## src/rtl/bin2bcd_seq.sv

```systemverilog
// Sequential double-dabble binary-to-BCD converter: one add-3/shift step per clock,
// start/done handshake, and a leading-zero blanking mask for the display driver.
module bin2bcd_seq #(
   parameter int unsigned W = 11,
   parameter int unsigned D = 4
) (
   input  logic             clk,
   input  logic             rst,
   input  logic             start,
   input  logic [W-1:0]     in,
   output logic             busy,
   output logic             done,
   output logic [4*D-1:0]   out,
   output logic [D-1:0]     digit_en
);

   localparam int unsigned CW = $clog2(W + 1);
   localparam int unsigned SW = 4 * D;

   typedef enum logic {IDLE, SHIFT} state_e;

   state_e          state_q, state_d;
   logic [W-1:0]    sr_q, sr_d;
   logic [SW-1:0]   scr_q, scr_d;
   logic [CW-1:0]   cnt_q, cnt_d;
   logic            busy_q, busy_d;
   logic            done_q, done_d;
   logic [SW-1:0]   out_q, out_d;
   logic [D-1:0]    en_q, en_d;

   logic [SW-1:0]   adj_c;
   logic [SW+W-1:0] shifted_c;
   logic            last_c;
   logic [D-1:0]    en_new_c;

   // Parallel add-3 on every scratch digit, then one left shift of {scratch, binary}
   always_comb begin
      logic [3:0] dig;
      adj_c = '0;
      dig   = '0;
      for (int i = 0; i < int'(D); i++) begin
         dig = scr_q[4*i +: 4];
         adj_c[4*i +: 4] = (dig >= 4'd5) ? dig + 4'd3 : dig;
      end
      shifted_c = {adj_c, sr_q} << 1;
      last_c    = (cnt_q == CW'(1));
   end

   // Digit i is shown if it or any more significant digit of the new result is nonzero
   always_comb begin
      logic nz;
      nz       = 1'b0;
      en_new_c = '0;
      for (int i = int'(D) - 1; i >= 1; i--) begin
         nz          = nz | (shifted_c[W + 4*i +: 4] != 4'd0);
         en_new_c[i] = nz;
      end
      en_new_c[0] = 1'b1;
   end

   always_ff @(posedge clk or posedge rst) begin
      if (rst) state_q <= IDLE;
      else     state_q <= state_d;
   end

   always_comb begin
      state_d = state_q;
      case (state_q)
         IDLE:    if (start)  state_d = SHIFT;
         SHIFT:   if (last_c) state_d = IDLE;
         default: state_d = IDLE;
      endcase
   end

   always_comb begin
      sr_d   = sr_q;
      scr_d  = scr_q;
      cnt_d  = cnt_q;
      busy_d = busy_q;
      done_d = 1'b0;
      out_d  = out_q;
      en_d   = en_q;
      case (state_q)
         IDLE: begin
            if (start) begin
               sr_d   = in;
               scr_d  = '0;
               cnt_d  = CW'(W);
               busy_d = 1'b1;
            end
         end
         SHIFT: begin
            scr_d = shifted_c[SW+W-1:W];
            sr_d  = shifted_c[W-1:0];
            cnt_d = cnt_q - CW'(1);
            if (last_c) begin
               out_d  = shifted_c[SW+W-1:W];
               en_d   = en_new_c;
               done_d = 1'b1;
               busy_d = 1'b0;
            end
         end
         default: begin
            busy_d = 1'b0;
         end
      endcase
   end

   always_ff @(posedge clk or posedge rst) begin
      if (rst) begin
         sr_q   <= '0;
         scr_q  <= '0;
         cnt_q  <= '0;
         busy_q <= 1'b0;
         done_q <= 1'b0;
         out_q  <= '0;
         en_q   <= D'(1);
      end else begin
         sr_q   <= sr_d;
         scr_q  <= scr_d;
         cnt_q  <= cnt_d;
         busy_q <= busy_d;
         done_q <= done_d;
         out_q  <= out_d;
         en_q   <= en_d;
      end
   end

   assign busy     = busy_q;
   assign done     = done_q;
   assign out      = out_q;
   assign digit_en = en_q;

endmodule

```

## config.mk

```make
export PLATFORM = sky130hd
export DESIGN_NAME = bin2bcd_seq
export DESIGN_NICKNAME = d
export VERILOG_FILES = /design/src/rtl/bin2bcd_seq.sv
export SDC_FILE = /design/constraint.sdc
export NUM_CORES = 1
export LEC_CHECK = 0
export ABC_CLOCK_PERIOD_IN_PS = 2500
export BUFFER_PORTS_ARGS = -buffer_cell sky130_fd_sc_hd__buf_2
export CAP_MARGIN = 10
export CORE_UTILIZATION = 35
export DETAILED_ROUTE_END_ITERATION = 8
export PLACE_DENSITY = 0.58
export SLEW_MARGIN = 20
export SYNTH_ARGS = -nofsm -noshare
export SYNTH_HDL_FRONTEND = slang
export SYNTH_SLANG_ARGS = --single-unit
```

## constraint.sdc

```tcl
create_clock -name clk -period 2.5 [get_ports clk]
set_clock_uncertainty 0.1 [all_clocks]
set_input_delay 0.5 -clock clk [delete_from_list [all_inputs] [get_ports clk]]
set_output_delay 0.5 -clock clk [all_outputs]
set_load 0.05 [all_outputs]
```

# == Word level (Yosys, flattened, before mapping) ==
# Cells that the tools add are included.
# word_totals
inputBits,14
elab_cells,46
reg_bits,53
out_inout_bits,22
# op_classes
bitwise,3
n_mux,18
eq_ne,3
n_addsub,5
n_lt_le_gt_ge,4
n_reduce_logical,5
# ops
cell,n
16-bit case mux with 2 select lines,1
11-bit case mux with 2 select lines,1
4-bit by 3-bit >= comparator with 1-bit output (second input constant),4
16-bit two-way mux,1
4-bit two-way mux,4
4-bit by 2-bit adder with 4-bit output (second input constant),3
4-bit nonzero test,3
11-bit two-way mux,1
4-bit case mux with 2 select lines,1
1-bit two-way mux,6
4-bit by 1-bit == test with 1-bit output (second input constant),1
1-bit case mux with 2 select lines,2
2-bit AND reduction,2
4-bit by 1-bit subtractor with 4-bit output (second input constant),1
3-bit by 2-bit adder with 3-bit output (second input constant),1
3-bit two-way mux,1
2-bit by 1-bit inequality test with 1-bit output (second input constant),1
2-bit inequality test (second input constant),1
1-bit OR,2
1-bit inverter,1

# == Longest topological paths before layout ==
# Gate-level depths: netlist of the first run.
# depth
ltp_word,5
depth_mapped,8
mapped_depth_nobuf,7

# == Least setup slack after synthesis of the first run ==
# Ideal clock, no wire load.
# synth_timing
path_kind,flip-flop to flip-flop
startpoint,register scr_q[12]
endpoint,register en_q[1] (netlist: digit_en[1])
path_slack_ns,0.734
stages_incl_launch_ff,8
synth_period_minus_slack_ns,1.766
t_arrival_ns,1.533
path_cell_list,dfrtp_1 inv_1 ha_1 nand2b_1 a21oi_2 mux2i_1 nor4b_2 o21ai_1
# synth_between
elab_chain_cells,5
word_cells_on_any_way,6
classes_between,1 x add/sub; 1 x order compare; 1 x mux; 2 x bitwise; 1 x reduce/logical
# synth_lines
element,line,source
start: declaration,24,"logic [SW-1:0] scr_q, scr_d;"
start signal: assignment,120,scr_q <= scr_d;
4-bit by 3-bit >= comparator with 1-bit output / 3-bit by 2-bit adder with 3-bit output (equally long branches),43,adj_c[4*i +: 4] = (dig >= 4'd5) ? dig + 4'd3 : dig;
3-bit two-way mux (*),43,
4-bit nonzero test (*),55,nz = nz | (shifted_c[W + 4*i +: 4] != 4'd0);
1-bit OR (*) (2 in a row),55,
end signal: assignment,125,en_q <= en_d;
end: declaration,29,"logic [D-1:0] en_q, en_d;"
# Mark *: on every way between the ends. The rest lies on a longest branch, timed or not.
# A chain may end at the register's enable or synchronous reset.

# == Worst setup path after layout of the first run ==
# Same ends and word-level chain as after synthesis.

==> summary.txt, run 1 <==
Detailed routing
  – DR iter-0 viols: 62
  – # DRC: 0
  – Detail Route Antenna Nets: 0
  – DR vias/cell: 4.71
  – Vias: 1871
  – Initial DRT Pass Iterations: 4
  – Mean routed wirelength per cell: 12.5 microns
  – WL final: 4.95 mm

Critical path
  – Crit path capture: digit_en[1]
  – R2R depth: 7
  – Beginning of the critical path: scr_q[12]
  – Maximum fanout count along the critical path: 5
  – CP startpoint kind: flip-flop
  – Reg-to-Reg Start: scr_q[12]
  – Worst path arrival time: 2.07 ns
  – Reg2reg end: digit_en[1]
  – Flop2flop setup slack: 0.51 ns
  – Kind of critical path: flip-flop to flip-flop
  – Worst EP required: 2.58 ns
  – Crit path capture type: flip-flop

Global routing
  – Global-route wire length before repair: 8.68 mm
  – Vias in the first global route: 1827
  – Largest net degree at the start of global routing: 39
  – Gr usage total: 14.6%
  – Initial antenna violation count: 0
  – Total grt overflow: 0

STA
  – Finish-stage setup viols: 0
  – Final min period: 1.99 ns
  – Final Hold Vio Count: 0
  – Fmax: 0.502 GHz
  – Worst slew pin tran: 0.611 ns
  – TNS Setup: 0 ns
  – Worst hold slack: 0.141 ns
  – Tcrit/Tclk final: 79.7%
  – Fin. max-slew vios: 0
  – Final worst slack: 0.507 ns
  – RSZ-0062 raised after global routing: no
  – Slew Limit Headroom: 59.3%

Layout
  – Fillers: 710
  – Antenna diodes: 0
  – Share of layout cells above drive strength 1: 17.3%
  – Nets: 324
  – Synth-to-Final Area Change: 15.2%
  – Final Instance Area: 2960 sq um

CTS
  – CTS max path bufs: 2
  – Setup Fix Bufs, Post-CTS: 0
  – Clk Latency, worst-skew pair: 0.30 ns
  – Clock Root Buffer: clkbuf_8
  – # clock sinks: 53
  – CTS tree: yes
  – CTS buffer count: 5
  – Max H-tree Level: 2
  – Cts hold-fix bufs: 0
  – Clock transition at the registers of the reported paths: 0.09 ns
  – CTS resizes: 0

Synth
  – Top-count cell post-synth: nand2_1
  – Mux cell area share after synthesis: 6.29%
  – Number of synthesized register bits: 53
  – Syn Inst Count: 269
  – Synth Area in Compound Gates: 13.0%
  – Asr flop ratio synth: 100%
  – Synth area leader: dfrtp_1
  – Synth Area in XOR/XNOR: 2.05%
  – Warning count from the yosys run: 0
  – Area contributors post-synth: dfrtp_1, nand2_1, mux2i_1, o21ai_0, ha_1
  – Adder-Cell Fraction of Synth Area: 4.88%
  – Synth Net Count: 293
  – Largest family of logic cells by synthesized area: simple AND/OR/NAND/NOR gates
  – Synth unique cells: 32
  – Sequential area share after synthesis: 51.7%
  – Synth Area in Simple Gates: 17.5%
  – Post-synth top cells: nand2_1, dfrtp_1, o21ai_0
  – Post-synth EDFFs: 0
  – Most common flop cell mapped by yosys: dfrtp_1
  – Post-Syn Area: 2570 sq um
  – Avg Inst Size Synth: 9.54 sq um
  – Area share of the largest cell type after synthesis: 51.7%

Power and ir drop
  – Tot Pwr: 0.00418 W
  – VDD IR max: 0.000442 V
  – Power Density: 1410 nW/um^2
  – Lkg Pwr: 1.40 nW

Floorplanning
  – Die Area: 7680 sq um
  – Die Span Y: 87.6 microns
  – Core ar.: 6940 sq um
  – Chip width: 87.6 microns
  – Io pins: 36
  – Starting Density: 37.0%
  – Row cnt: 30

Placement
  – Dpl ws: 0.506 ns
  – Routability cong.: 0.818
  – DP HPWL: 3.54 mm
  – Placed inst area: 2840 sq um
  – Port Buf Inserts: 34

Outcome
  – Status: finished, final reports clean

Run
  – Reported max-cap violation count: 0

Min path
  – Worst hold path class: primary input to async pin
==> worst max-delay path, cell delays in order, from the launching register on <==
cell      delay (ns)
dfrtp_1         0.44
inv_1           0.10
ha_1            0.29
nand2b_1        0.10
a21oi_2         0.23
mux2i_1         0.26
nor4b_2         0.25
o21ai_1         0.11
==> cells in the final DEF (no fill, tap or decap), drive strengths merged <==
cell type / synthesis / layout
mux2i: 15 / 15
buf: 7 / 39
bufinv: 0 / 1
and2: 1 / 1
xnor2: 6 / 6
nand3: 1 / 1
ha: 10 / 10
nand2b: 3 / 3
a21oi: 14 / 14
nand4bb: 1 / 1
clkinv: 1 / 1
o21ai: 28 / 28
and2b: 1 / 1
nand3b: 3 / 3
clkbuf: 8 / 7
dfrtp: 53 / 53
a211oi: 1 / 1
o22ai: 11 / 11
inv: 12 / 12
nor3: 6 / 6
conb: 1 / 1
o31ai: 4 / 4
nor2: 13 / 13
nand2: 59 / 59
nor2b: 2 / 2
mux2: 1 / 1
nor4b: 1 / 1
nor3b: 6 / 6
==> per-stage QoR <==
step / std cells / util, %
after floorplan: 269 / -
after global placement: 389 / 40.9
after detailed placement: 389 / 40.9
after CTS: 397 / 42.6
after global routing: 397 / 42.6
final: 397 / 42.6
==> cell type report <==
| cell class | instances | area, sq um | area share (%) |
|---|---|---|---|
| timing repair buffer | 39 | 220 | 7.45 |
| clock inverter | 1 | 30.0 | 1.02 |
| inverter | 13 | 48.8 | 1.65 |
| tap | 96 | 120 | 4.06 |
| clock buffer | 7 | 86.3 | 2.92 |
| multi-input combinational | 188 | 1120 | 38.0 |
| sequential | 53 | 1330 | 44.9 |
==> state kept, by name, summed over array words and instances, names as in the netlist <==
| name | flops |
|---|---|
| done | 1 |
| busy | 1 |
| digit_en | 3 |
| state_q | 1 |
| cnt_q | 4 |
| out | 16 |
| scr_q | 16 |
| sr_q | 11 |
==> kinds of logic (layout without fill, tap and decap cells) <==
group           Yosys count  in the layout
mux                      16             16
flops                    53             53
other cells               1              1
buf+inv                  28             60
fa+ha+maj                10             10
xor+xnor                  6              6
simple gates             97             97
compound gates           58             58
==> worst min path at each step <==
| stage | cells after the start | start | endpoint | slack [ns] |
|---|---|---|---|---|
| after floorplan | 2 | sr_q[0] | sr_q[1] | 0.35 |
| after global placement | 2 | out[6] | out[6] | 0.36 |
| after detailed placement | 2 | out[9] | out[9] | 0.36 |
| after CTS | 2 | rst | scr_q[8] | 0.16 |
| after global routing | 2 | rst | scr_q[8] | 0.18 |
| final | 2 | rst | out[14] | 0.14 |
==> where the power goes <==
part / total (W) / leakage, nW / switching [W] / internal (W)
Combinational: 0.00209 / 0.676 / 0.00139 / 0.000702
Clock: 0.000593 / 0.0585 / 0.000266 / 0.000327
Sequential: 0.00150 / 0.664 / 0.000272 / 0.00123
Total: 0.00418 / 1.40 / 0.00192 / 0.00226
==> metal layers <==
layer / vias to the layer above / track usage, % / wire length [microns]
met3: 7 / 3.02 / 158
met4: 0 / 4.92 / 63
met2: 36 / 23.7 / 2260
met5: - / 0 / 0
met1: 860 / 19.6 / 2470
li1: 968 / - / -
Power figures use the tool's default switching activity.
==> inputs of run 2 (changes only) <==
--- a/config.mk
+++ b/config.mk
@@ -5,7 +5,7 @@
 export SDC_FILE = /design/constraint.sdc
 export NUM_CORES = 1
 export LEC_CHECK = 0
-export ABC_CLOCK_PERIOD_IN_PS = 2500
+export ABC_CLOCK_PERIOD_IN_PS = 1900
 export BUFFER_PORTS_ARGS = -buffer_cell sky130_fd_sc_hd__buf_2
 export CAP_MARGIN = 10
 export CORE_UTILIZATION = 35
==> constraint.sdc (replaced) <==
create_clock -name clk -period 1.9 [get_ports clk]
set_clock_uncertainty 0.1 [all_clocks]
set_input_delay 0.38 -clock clk [delete_from_list [all_inputs] [get_ports clk]]
set_output_delay 0.38 -clock clk [all_outputs]
set_load 0.05 [all_outputs]
==> summary.txt, run 2 (synthesis results as in run 1) <==
CTS
  – Max H-tree Level: 2
  – CTS tree: yes
  – Cts hold-fix bufs: 0
  – Clock Root Buffer: clkbuf_8
  – Clk Latency, worst-skew pair: 0.30 ns
  – # clock sinks: 53
  – Clock transition at the registers of the reported paths: 0.10 ns
  – CTS max path bufs: 2
  – CTS buffer count: 5

Floorplanning
  – Die Span Y: 87.6 microns
  – Chip width: 87.6 microns
  – Io pins: 36
  – Starting Density: 37.0%
  – Row cnt: 30
  – Die Area: 7680 sq um
  – Core ar.: 6940 sq um

Power and ir drop
  – Lkg Pwr: 1.45 nW
  – Power Density: 1860 nW/um^2
  – Tot Pwr: 0.00575 W
  – VDD IR max: 0.000651 V

Layout
  – Synth-to-Final Area Change: 20.1%
  – Antenna diodes: 0
  – Share of layout cells above drive strength 1: 25.4%
  – Util after Layout: 44.4%
  – Commonest cells after routing, fill and taps aside: nand2_1, dfrtp_1, buf_2
  – Nets: 334
  – Seq. cell area: 1330 sq um
  – Final Instance Area: 3080 sq um
  – Most common cell after layout, fill and taps aside: nand2_1
  – Fillers: 691
  – Multi-input logic area: 1190 sq um

Min path
  – Worst hold path class: primary input to async pin

Global routing
  – Gr usage total: 14.6%
  – Global-route wire length before repair: 8.70 mm
  – Vias in the first global route: 1859
  – Total grt overflow: 0
  – Largest net degree at the start of global routing: 54
  – Initial antenna violation count: 0

STA
  – Fmax: 0.560 GHz
  – Final min period: 1.78 ns
  – Final Hold Vio Count: 0
  – TNS Setup: 0 ns
  – RSZ-0062 raised after global routing: yes
  – Worst hold slack: 0.0108 ns
  – Fin. max-slew vios: 0
  – Finish-stage setup viols: 0
  – Tcrit/Tclk final: 93.9%

Critical path
  – CP startpoint kind: flip-flop
  – Maximum fanout count along the critical path: 5
  – Worst EP required: 1.97 ns
  – Max stage delay on crit path: 0.45 ns
  – Buf+Inv Stages, Crit Path: 0
  – Crit-path cells: ha_1, nand2b_1, a21oi_2, mux2i_2, o31ai_2, o21ai_0
  – CP delay by family, top: compound AO/OA/AOI/OAI gates
  – Kind of critical path: flip-flop to flip-flop
  – Critical path's slowest cell: dfrtp_2
  – Crit path capture type: flip-flop
  – Worst path arrival time: 1.85 ns

Detailed routing
  – Vias: 1935
  – Initial DRT Pass Iterations: 4
  – Mean routed wirelength per cell: 12.5 microns
  – DR vias/cell: 4.75
  – Detail Route Antenna Nets: 0
  – WL final: 5.08 mm
  – DR iter-0 viols: 61
  – # DRC: 0

Placement
  – Port Buf Inserts: 34
  – Routability cong.: 0.727
  – DP HPWL: 3.48 mm
  – Placed inst area: 2900 sq um

Outcome
  – Status: finished, final reports clean

Run
  – Reported max-cap violation count: 0
run 2: final cells by class:
type	instances	area share, %
clock buffer	7	3.12
clock inverter	1	0.162
inverter	13	1.58
multi-input combinational	188	38.5
sequential	53	43.1
tap	96	3.90
timing repair buffer	49	9.70
run 2: path summary, 6_finish.rpt:
kind | from | to | slack (ns) | depth (start not counted)
worst max-delay path | scr_q[8] | digit_en[2] | 0.12 | 6
worst min-delay path | rst | scr_q[11] | 0.01 | 3
worst max register to register | scr_q[8] | digit_en[2] | 0.12 | 6
worst min register to register | out[12] | out[12] | 0.38 | 2
max in group asynchronous | rst | scr_q[8] | 1.43 | 3
min in group clk | in[0] | sr_q[0] | 0.23 | 3
run 2: per-layer routing:
metal  global-route usage (%)  vias to the layer above  wire length, microns
met4                     3.58                        0                    61
li1                         -                      985                     -
met1                     20.0                      910                  2540
met3                     3.20                        7                   164
met5                        0                        -                     0
met2                     23.6                       33                  2310
run 2: tightest hold or removal path, cell delays in order:
cell and delay, ns:
buf_2 0.10, inv_2 0.06, buf_12 0.26
run 2: where the power goes:
part	internal, W	total [W]	switching [W]	leakage [nW]
Clock	0.000330	0.000681	0.000351	0.0542
Sequential	0.00162	0.00199	0.000374	0.663
Combinational	0.00114	0.00307	0.00193	0.732
Total	0.00309	0.00575	0.00266	1.45
run 2: repair_timing:
action                                  4_1_cts  5_1_grt
pin swaps                                     1        5
buffers inserted                              0        2
endpoints found under the setup margin        2       13
resized for setup                             0       20
run 2: per-stage QoR:
step | instances | setup slack [ns]
finish | 407 | 0.115
global route | 407 | -0.0125
CTS | 405 | 0.00513
detailed placement | 397 | -0.0100
global placement | 397 | -0.0287
floorplan | 269 | 0.134
==> inputs of run 3 (changes only) <==
--- a/config.mk
+++ b/config.mk
@@ -5,12 +5,12 @@
 export SDC_FILE = /design/constraint.sdc
 export NUM_CORES = 1
 export LEC_CHECK = 0
-export ABC_CLOCK_PERIOD_IN_PS = 1900
+export ABC_CLOCK_PERIOD_IN_PS = 1520
 export BUFFER_PORTS_ARGS = -buffer_cell sky130_fd_sc_hd__buf_2
 export CAP_MARGIN = 10
 export CORE_UTILIZATION = 35
 export DETAILED_ROUTE_END_ITERATION = 8
-export PLACE_DENSITY = 0.58
+export PLACE_DENSITY = 0.6
 export SLEW_MARGIN = 20
 export SYNTH_ARGS = -nofsm -noshare
 export SYNTH_HDL_FRONTEND = slang
==> constraint.sdc (replaced) <==
create_clock -name clk -period 1.52 [get_ports clk]
set_clock_uncertainty 0.1 [all_clocks]
set_input_delay 0.304 -clock clk [delete_from_list [all_inputs] [get_ports clk]]
set_output_delay 0.304 -clock clk [all_outputs]
set_load 0.05 [all_outputs]
==> summary.txt, run 3 (synthesis results as in run 1) <==
Outcome
  – Status: complete, but fails checks
  – Failing checks: negative setup slack

Critical path
  – Reg-to-Reg Start: scr_q[4]
  – Buf+Inv Stages, Crit Path: 1
  – CP delay by family, top: simple AND/OR/NAND/NOR gates
  – Reg2reg end: digit_en[1]
  – R2R depth: 7
  – Worst path arrival time: 1.80 ns
  – Maximum fanout count along the critical path: 5
  – Crit path capture type: flip-flop
  – Flop2flop setup slack: -0.20 ns
  – Crit-path cells: inv_2, ha_4, nor3b_1, a21oi_1, nand3b_1, nor4b_4, o21ai_1
  – WP depth: 7
  – Kind of critical path: flip-flop to flip-flop
  – Max stage delay on crit path: 0.44 ns
  – CP startpoint kind: flip-flop
  – Critical path's slowest cell: dfrtp_1
  – Worst EP required: 1.60 ns

Min path
  – HP Start: in[0]
  – Worst hold path class: primary input to flip-flop
  – Hold path depth: 3
  – Worst Hold End: sr_q[0]

Floorplanning
  – Core ar.: 6940 sq um
  – Die Area: 7680 sq um
  – Starting Density: 37.0%
  – Chip width: 87.6 microns
  – Die Span Y: 87.6 microns
  – Row cnt: 30
  – Io pins: 36

Global routing
  – Total grt overflow: 0
  – Largest net degree at the start of global routing: 54
  – Global-route wire length before repair: 9.64 mm
  – Gr usage total: 16.1%
  – Vias in the first global route: 2087
  – Initial antenna violation count: 0

STA
  – Final Hold Vio Count: 0
  – Final worst slack: -0.196 ns
  – Finish-stage setup viols: 17
  – Fin. max-slew vios: 0
  – Fmax: 0.583 GHz
  – RSZ-0062 raised after global routing: yes
  – Tcrit/Tclk final: 113%
  – Final min period: 1.72 ns
  – Worst hold slack: 0.156 ns

CTS
  – Clock transition at the registers of the reported paths: 0.09 ns
  – CTS tree: yes
  – CTS max path bufs: 2
  – CTS buffer count: 5
  – Clock Root Buffer: clkbuf_8
  – # clock sinks: 53
  – Max H-tree Level: 2
  – Clk Latency, worst-skew pair: 0.30 ns

Layout
  – Nets: 374
  – Share of layout cells above drive strength 1: 42.2%
  – Most common cell after layout, fill and taps aside: nand2_1
  – Post-route insts no fill: 447
  – Final Instance Area: 3650 sq um
  – Synth-to-Final Area Change: 42.4%
  – Antenna diodes: 0
  – Commonest cells after routing, fill and taps aside: nand2_1, dfrtp_1, buf_4

Placement
  – DP HPWL: 3.95 mm
  – Placed inst area: 3210 sq um
  – Port Buf Inserts: 34
  – Routability cong.: 0.819
  – Placed cells: 426

Detailed routing
  – Mean routed wirelength per cell: 13.0 microns
  – DR iter-0 viols: 34
  – Detail Route Antenna Nets: 0
  – WL final: 5.83 mm
  – DR vias/cell: 4.78
  – # DRC: 0
  – Initial DRT Pass Iterations: 5
  – Vias: 2138

Power and ir drop
  – Lkg Pwr: 1.70 nW
  – VDD IR max: 0.000807 V
  – Power Density: 2410 nW/um^2

Run
  – Reported max-cap violation count: 0
## run 3: cell types whose count changed in the layout (fill, tap and decap cells not counted), moves of 4 or more
cell,delta
buf_4,+33
buf_6,+5
ha_1,-6
ha_4,+4
inv_1,-4
o21ai_0,-9
o21ai_1,+8
## run 3: metrics by stage
stage | power [W] | util [%] | setup slack [ns] | TNS [ns]
after floorplan | 0.00541 | - | -0.150 | -0.361
after global placement | 0.00678 | 46.2 | -0.181 | -1.84
after detailed placement | 0.00692 | 46.2 | -0.231 | -2.84
after CTS | 0.00834 | 50.3 | -0.178 | -1.07
after global routing | 0.00949 | 52.6 | -0.287 | -2.94
final | 0.00881 | 52.6 | -0.196 | -1.30
## run 3: worst max path at each step
stage / start / to / slack, ns
global placement: scr_q[8] / digit_en[2] / -0.18
floorplan: scr_q[12] / digit_en[1] / -0.15
CTS: scr_q[13] / digit_en[1] / -0.18
global route: scr_q[4] / digit_en[1] / -0.29
finish: scr_q[4] / digit_en[1] / -0.20
detailed placement: scr_q[13] / digit_en[1] / -0.23
## run 3: timing repair
action / in CTS / in global routing
hold buffers: 1 / 0
buffers inserted: 8 / 5
pin swaps: 12 / 6
setup endpoints to repair: 27 / 34
resized for setup: 26 / 32
hold endpoints to repair: 53 / 0
## run 3: final cells by class
type / instances / area (sq um)
fill: 648 / 3290
multi-input combinational: 188 / 1420
sequential: 53 / 1330
timing repair buffer: 89 / 628
tap: 96 / 120
clock buffer: 7 / 96.3
inverter: 13 / 57.6
clock inverter: 1 / 5.00
## run 3: tightest hold or removal path: stages
cell	delay, ns
buf_2	0.08
mux2i_1	0.06
nor2_1	0.08
## run 3: per-layer routing
layer	up-vias	global-route usage [%]	share of wire, %
li1	1071	-	-
met1	1023	19.6	44
met2	40	28.0	52
met3	4	3.86	3.4
met4	0	5.81	0.36
met5	-	0	0
## run 3: power breakdown
part	switching (W)	internal, W	leakage, nW
sequential	0.000437	0.00202	0.664
clock	0.000453	0.000413	0.0542
combinational	0.00299	0.00251	0.978
